## config.mk

```make
export PLATFORM = sky130hd
export DESIGN_NAME = slow_clock_monitor
export DESIGN_NICKNAME = d
export VERILOG_FILES = /design/src/rtl/slow_clock_monitor.sv
export SDC_FILE = /design/constraint.sdc
export NUM_CORES = 1
export LEC_CHECK = 0
export ABC_AREA = 1
export CELL_PAD_IN_SITES_DETAIL_PLACEMENT = 1
export CELL_PAD_IN_SITES_GLOBAL_PLACEMENT = 2
export CORE_MARGIN = 2
export CORE_UTILIZATION = 30
export DETAILED_ROUTE_END_ITERATION = 12
export GPL_TIMING_DRIVEN = 0
export HOLD_SLACK_MARGIN = 0.06
export PLACE_DENSITY = 0.83
export SLEW_MARGIN = 20
export SYNTH_ARGS = -nofsm -noshare
export SYNTH_HDL_FRONTEND = slang
export SYNTH_SLANG_ARGS = --single-unit
```

## constraint.sdc

```tcl
create_clock -name clock -period 1.95 [get_ports clock]
set_clock_uncertainty 0.15 [all_clocks]
set_input_delay 0.195 -clock clock [delete_from_list [all_inputs] [get_ports clock]]
set_output_delay 0.195 -clock clock [all_outputs]
set_load 0.03 [all_outputs]
```

## src/rtl/slow_clock_monitor.sv

```systemverilog
// Synchronizes a slow asynchronous square wave into the fast clock domain. Emits one tick per
// rising edge, measures the rise-to-rise period in fast cycles and flags loss of the slow clock.
module slow_clock_monitor #(
    parameter int unsigned SYNC_STAGES  = 2,
    parameter int unsigned PERIOD_WIDTH = 32,
    parameter int unsigned TIMEOUT      = 50000000,
    parameter int unsigned EDGE_WIDTH   = 16
) (
    input  logic                    clock,
    input  logic                    reset,
    input  logic                    slowClock,
    output logic                    tick,
    output logic [PERIOD_WIDTH-1:0] period,
    output logic                    periodValid,
    output logic                    timeout,
    output logic [EDGE_WIDTH-1:0]   edgeCount
);

    typedef enum logic [1:0] {
        StSearch,
        StMeasure,
        StLost
    } state_e;

    state_e                  state_q, state_d;
    logic [SYNC_STAGES-1:0]  sync_q;
    logic                    sync_out;
    logic                    history_q;
    logic                    rise_q;
    logic                    tick_q;
    logic [PERIOD_WIDTH-1:0] cnt_q, cnt_d;
    logic                    cnt_at_limit;
    logic [PERIOD_WIDTH-1:0] period_q, period_d;
    logic                    valid_q, valid_d;
    logic                    timeout_q, timeout_d;
    logic [EDGE_WIDTH-1:0]   edge_q, edge_d;

    assign sync_out = sync_q[SYNC_STAGES-1];

    // The detected edge is registered once more, so every consumer below sees the rise on the
    // same posedge that tick goes high: SYNC_STAGES+1 cycles after slowClock was sampled.
    always_ff @(posedge clock) begin
        if (reset) begin
            sync_q    <= '0;
            history_q <= 1'b0;
            rise_q    <= 1'b0;
        end else begin
            sync_q    <= {sync_q[SYNC_STAGES-2:0], slowClock};
            history_q <= sync_out;
            rise_q    <= sync_out & ~history_q;
        end
    end

    // Counter restarts at 1 on each edge so it equals the tick spacing at the next edge.
    always_comb begin
        cnt_d = cnt_q;
        if (rise_q) begin
            cnt_d = PERIOD_WIDTH'(1);
        end else if (cnt_q != '1) begin
            cnt_d = cnt_q + PERIOD_WIDTH'(1);
        end
    end

    assign cnt_at_limit = (cnt_q == PERIOD_WIDTH'(TIMEOUT));

    always_comb begin
        state_d   = state_q;
        period_d  = period_q;
        valid_d   = valid_q;
        timeout_d = timeout_q;
        unique case (state_q)
            StSearch: begin
                if (rise_q) begin
                    state_d = StMeasure;
                end
            end
            StMeasure: begin
                // An edge arriving on the timeout cycle still counts as a valid measurement.
                if (rise_q) begin
                    period_d = cnt_q;
                    valid_d  = 1'b1;
                end else if (cnt_at_limit) begin
                    state_d   = StLost;
                    timeout_d = 1'b1;
                    valid_d   = 1'b0;
                end
            end
            StLost: begin
                if (rise_q) begin
                    state_d   = StMeasure;
                    timeout_d = 1'b0;
                end
            end
            default: begin
                state_d = StSearch;
            end
        endcase
    end

    assign edge_d = rise_q ? edge_q + EDGE_WIDTH'(1) : edge_q;

    always_ff @(posedge clock) begin
        if (reset) begin
            state_q   <= StSearch;
            tick_q    <= 1'b0;
            cnt_q     <= '0;
            period_q  <= '0;
            valid_q   <= 1'b0;
            timeout_q <= 1'b0;
            edge_q    <= '0;
        end else begin
            state_q   <= state_d;
            tick_q    <= rise_q;
            cnt_q     <= cnt_d;
            period_q  <= period_d;
            valid_q   <= valid_d;
            timeout_q <= timeout_d;
            edge_q    <= edge_d;
        end
    end

    assign tick        = tick_q;
    assign period      = period_q;
    assign periodValid = valid_q;
    assign timeout     = timeout_q;
    assign edgeCount   = edge_q;

endmodule

```

==> flow_metrics.env <==
export IMPL_min_from="history_q"
export IMPL_cts_root_buf="clkbuf_16"
export IMPL_use_met1_pct=25.3
export IMPL_relSlewSlack_pct=54.4
export IMPL_crit_type="reg -> reg"
export IMPL_vdd_drop_max_mv=0.369
export IMPL_ys_ff_latch=89
export IMPL_io_buffers=53
export IMPL_netlist_area_sq_um=4260
export IMPL_utilization_pct=38.6
export IMPL_num_fill_cells=1771
export IMPL_yosysTopAreaCellShare_pct=41.8
export IMPL_diodes=0
export IMPL_die_x_microns=123
export IMPL_synth_top_area_cell="dfxtp_1"
export IMPL_yosys_warnings=0
export IMPL_drc=0
export IMPL_p_clk_share_pct=46.4
export IMPL_swShare_pct=22.2
export IMPL_clockBufferDepth=2
export IMPL_rr_startpoint="cnt_q[0]"
export IMPL_cp_required_ns=2.00
export IMPL_fmax_ghz=0.540
export IMPL_avgViaCountPerCell=4.83
export IMPL_finalCritPeriodShare_pct=95.0
export IMPL_p_total_uw=3660
export IMPL_internal_power_uw=2850
export IMPL_synth_area_leaders="dfxtp_1 42%, nand2_1 18%, nand3_1 7.6%"
export IMPL_hold_viol=0
export IMPL_cellPowerDensity_nw_per_um2=684
export IMPL_register_area_sq_um=1790
export IMPL_grt_remaining_overflow=0
export IMPL_setup_viol=0
export IMPL_dp_hpwl_microns=10900
export IMPL_routabilityCongestion=0.904
export IMPL_grt_start_max_net_pins=14
export IMPL_startpoint="cnt_q[0]"
export IMPL_synthCells=638
export IMPL_antenna_found_initial=0
export IMPL_ant_nets=0
export IMPL_synth_cell_types=29
export IMPL_drive_gt1_share_pct=6.64
export IMPL_slowest_delay_ns=0.43
export IMPL_syn_nets=644
export IMPL_cts_tree="yes"
export IMPL_crit_chain="ha_4 > inv_1 > nor2_4 > nand2_4 > nor2_4 > nand2_4 > buf_6 > nand2_1 > a21oi_1"
export IMPL_grt_pass1_wl_microns=22400
export IMPL_cp_arrival_ns=1.90
export IMPL_start_kind="flip-flop"
export IMPL_area_delta_synth_final_pct=25.6
export IMPL_grt_pass1_vias=4344
export IMPL_fin_nets=710
export IMPL_grt_usage_pct=19.3
export IMPL_pwr_share_comb_pct=3.2
export IMPL_status="completed"
export IMPL_power_switching_uw=813
export IMPL_die_h_microns=123
export IMPL_pin_count=54
export IMPL_core_area_sq_um=13900
export IMPL_path_clk_slew_ns=0.06
export IMPL_multi_input_area_sq_um=2120
export IMPL_die_area_sq_um=15200
export IMPL_busiest_layer="met2"
export IMPL_power_frac_seq_pct=50.4
export IMPL_fin_crit_ns=1.85
export IMPL_vias=4287
export IMPL_hold_buffers=0
export IMPL_cp_max_fo=10
export IMPL_rsz0062_at_grt="true"
export IMPL_critPathSlowestCell="dfxtp_4"
export IMPL_yosysSeqAreaShare_pct=41.8
export IMPL_tightestPinTransition_ns=0.684
export IMPL_met3_usage_pct=2.35
export IMPL_min_path_type="reg -> reg"
export IMPL_syn_area_per_cell_sq_um=6.68
export IMPL_worstSetupEndpointType="flip-flop"
export IMPL_htree_levels=3
export IMPL_drt_pass1_iterations=4
export IMPL_p_leak_uw=0.00198
export IMPL_drv_slew=0
export IMPL_first_iter_violations=201
export IMPL_routedWlPerCell_microns=15.6
export IMPL_layout_commonest_cell="nand2_1"
export IMPL_wl_microns=13900
export IMPL_mostFrequentLayoutCells="199 x nand2_1, 87 x dfxtp_1, 71 x inv_1"
export IMPL_whs_ns=0.239
export IMPL_clkLatencyLatePin_ns=0.34
export IMPL_grt_util_met2_pct=32.9
export IMPL_rows=43
export IMPL_initial_core_util_pct=30.7
export IMPL_clock_sinks=89
export IMPL_drv_cap=0
export IMPL_cts_buffers=9
[power groups by stage]
| stage | registers [uW] | clock network, uW | logic [uW] |
|---|---|---|---|
| 2_1_floorplan | 1880 | 0 | 72.7 |
| 3_3_place_gp | 1880 | 0 | 113 |
| 3_5_place_dp | 1880 | 0 | 115 |
| 4_1_cts | 1850 | 1750 | 118 |
| 5_1_grt | 1850 | 1820 | 130 |
| 6_report | 1850 | 1700 | 117 |
[path summary, 6_finish.rpt]
kind / slack (ns) / cells past startpoint / endpoint
worst max-delay path: 0.1 / 9 / cnt_q[1]
worst min-delay path: 0.24 / 1 / rise_q
worst max register to register: 0.1 / 9 / cnt_q[1]
worst min register to register: 0.24 / 1 / rise_q
[cell usage after synthesis]
cell type	number
buf_2	1
nand2_2	1
nand3_1	65
a31oi_1	10
nor2_2	3
nand2_1	200
or2_2	1
a21oi_2	1
buf_6	5
nor2_4	5
dfxtp_1	89
nor2_1	72
a22o_1	1
nor3_1	4
nand2_4	2
a21oi_1	52
ha_1	3
o21a_1	1
inv_2	1
xor2_1	1
clkbuf_1	12
nand3_2	4
a211oi_1	1
o21ai_0	14
inv_1	72
nand4_1	3
buf_1	4
xnor2_1	3
nand3b_1	7
[cell type report]
type,count,share of cell area (%)
plain buffers,22,2.27
clock buffers,12,4.42
clock inverters,3,0.795
inverters,73,5.19
multi-input cells,454,39.5
flip-flops and latches,89,33.4
well taps,180,4.21
repair buffers,55,10.2
[layer usage]
metal  vias to the layer above  wire length, microns
li1                       2163                     -
met5                         -                     0
met4                         0                   140
met1                      2046                  6510
met2                        68                  6620
met3                        10                   601
[registers in the layout (all words and copies together) (netlist names)]
signal / cells
cnt_q: 32
edgeCount: 16
history_q: 1
period: 32
periodValid: 1
rise_q: 1
state_q: 2
sync_q: 2
tick: 1
timeout: 1
[kinds of logic after synthesis]
kind of cell / share of synthesized area [%]
flops: 41.8
simple gates: 37.2
compound gates: 9.98
buf+inv: 9.27
fa+ha+maj: 0.881
xor+xnor: 0.822
[metrics by stage]
stage	setup WS (ns)	std cells	area [sq um]	setup TNS, ns
floorplan	0.153	638	4260	0
global placement	-0.220	871	5020	-5.58
detailed placement	-0.248	871	5020	-6.68
CTS	0.0115	886	5310	0
global route	-0.0152	888	5350	-0.0161
finish	0.0981	888	5350	0
[what timing repair did]
| action | 4_1_cts | 5_1_grt |
|---|---|---|
| gates resized for setup | 4 | 9 |
| pin swaps | 0 | 2 |
| gates cloned | 0 | 0 |
| setup buffers | 0 | 2 |
| endpoints found under the setup margin | 32 | 42 |
| endpoints found under the hold margin | 0 | 0 |
[worst max-delay path: cells and delay by family (launching register included)]
kind                     cells  cell delay (ns)
AND/OR/NAND/NOR              5             0.64
flip-flops                   1             0.43
buffers and inverters        2             0.24
adder cells (fa/ha/maj)      1             0.20
AO/OA/AOI/OAI                1             0.05
(Power assumes the default switching activity.)
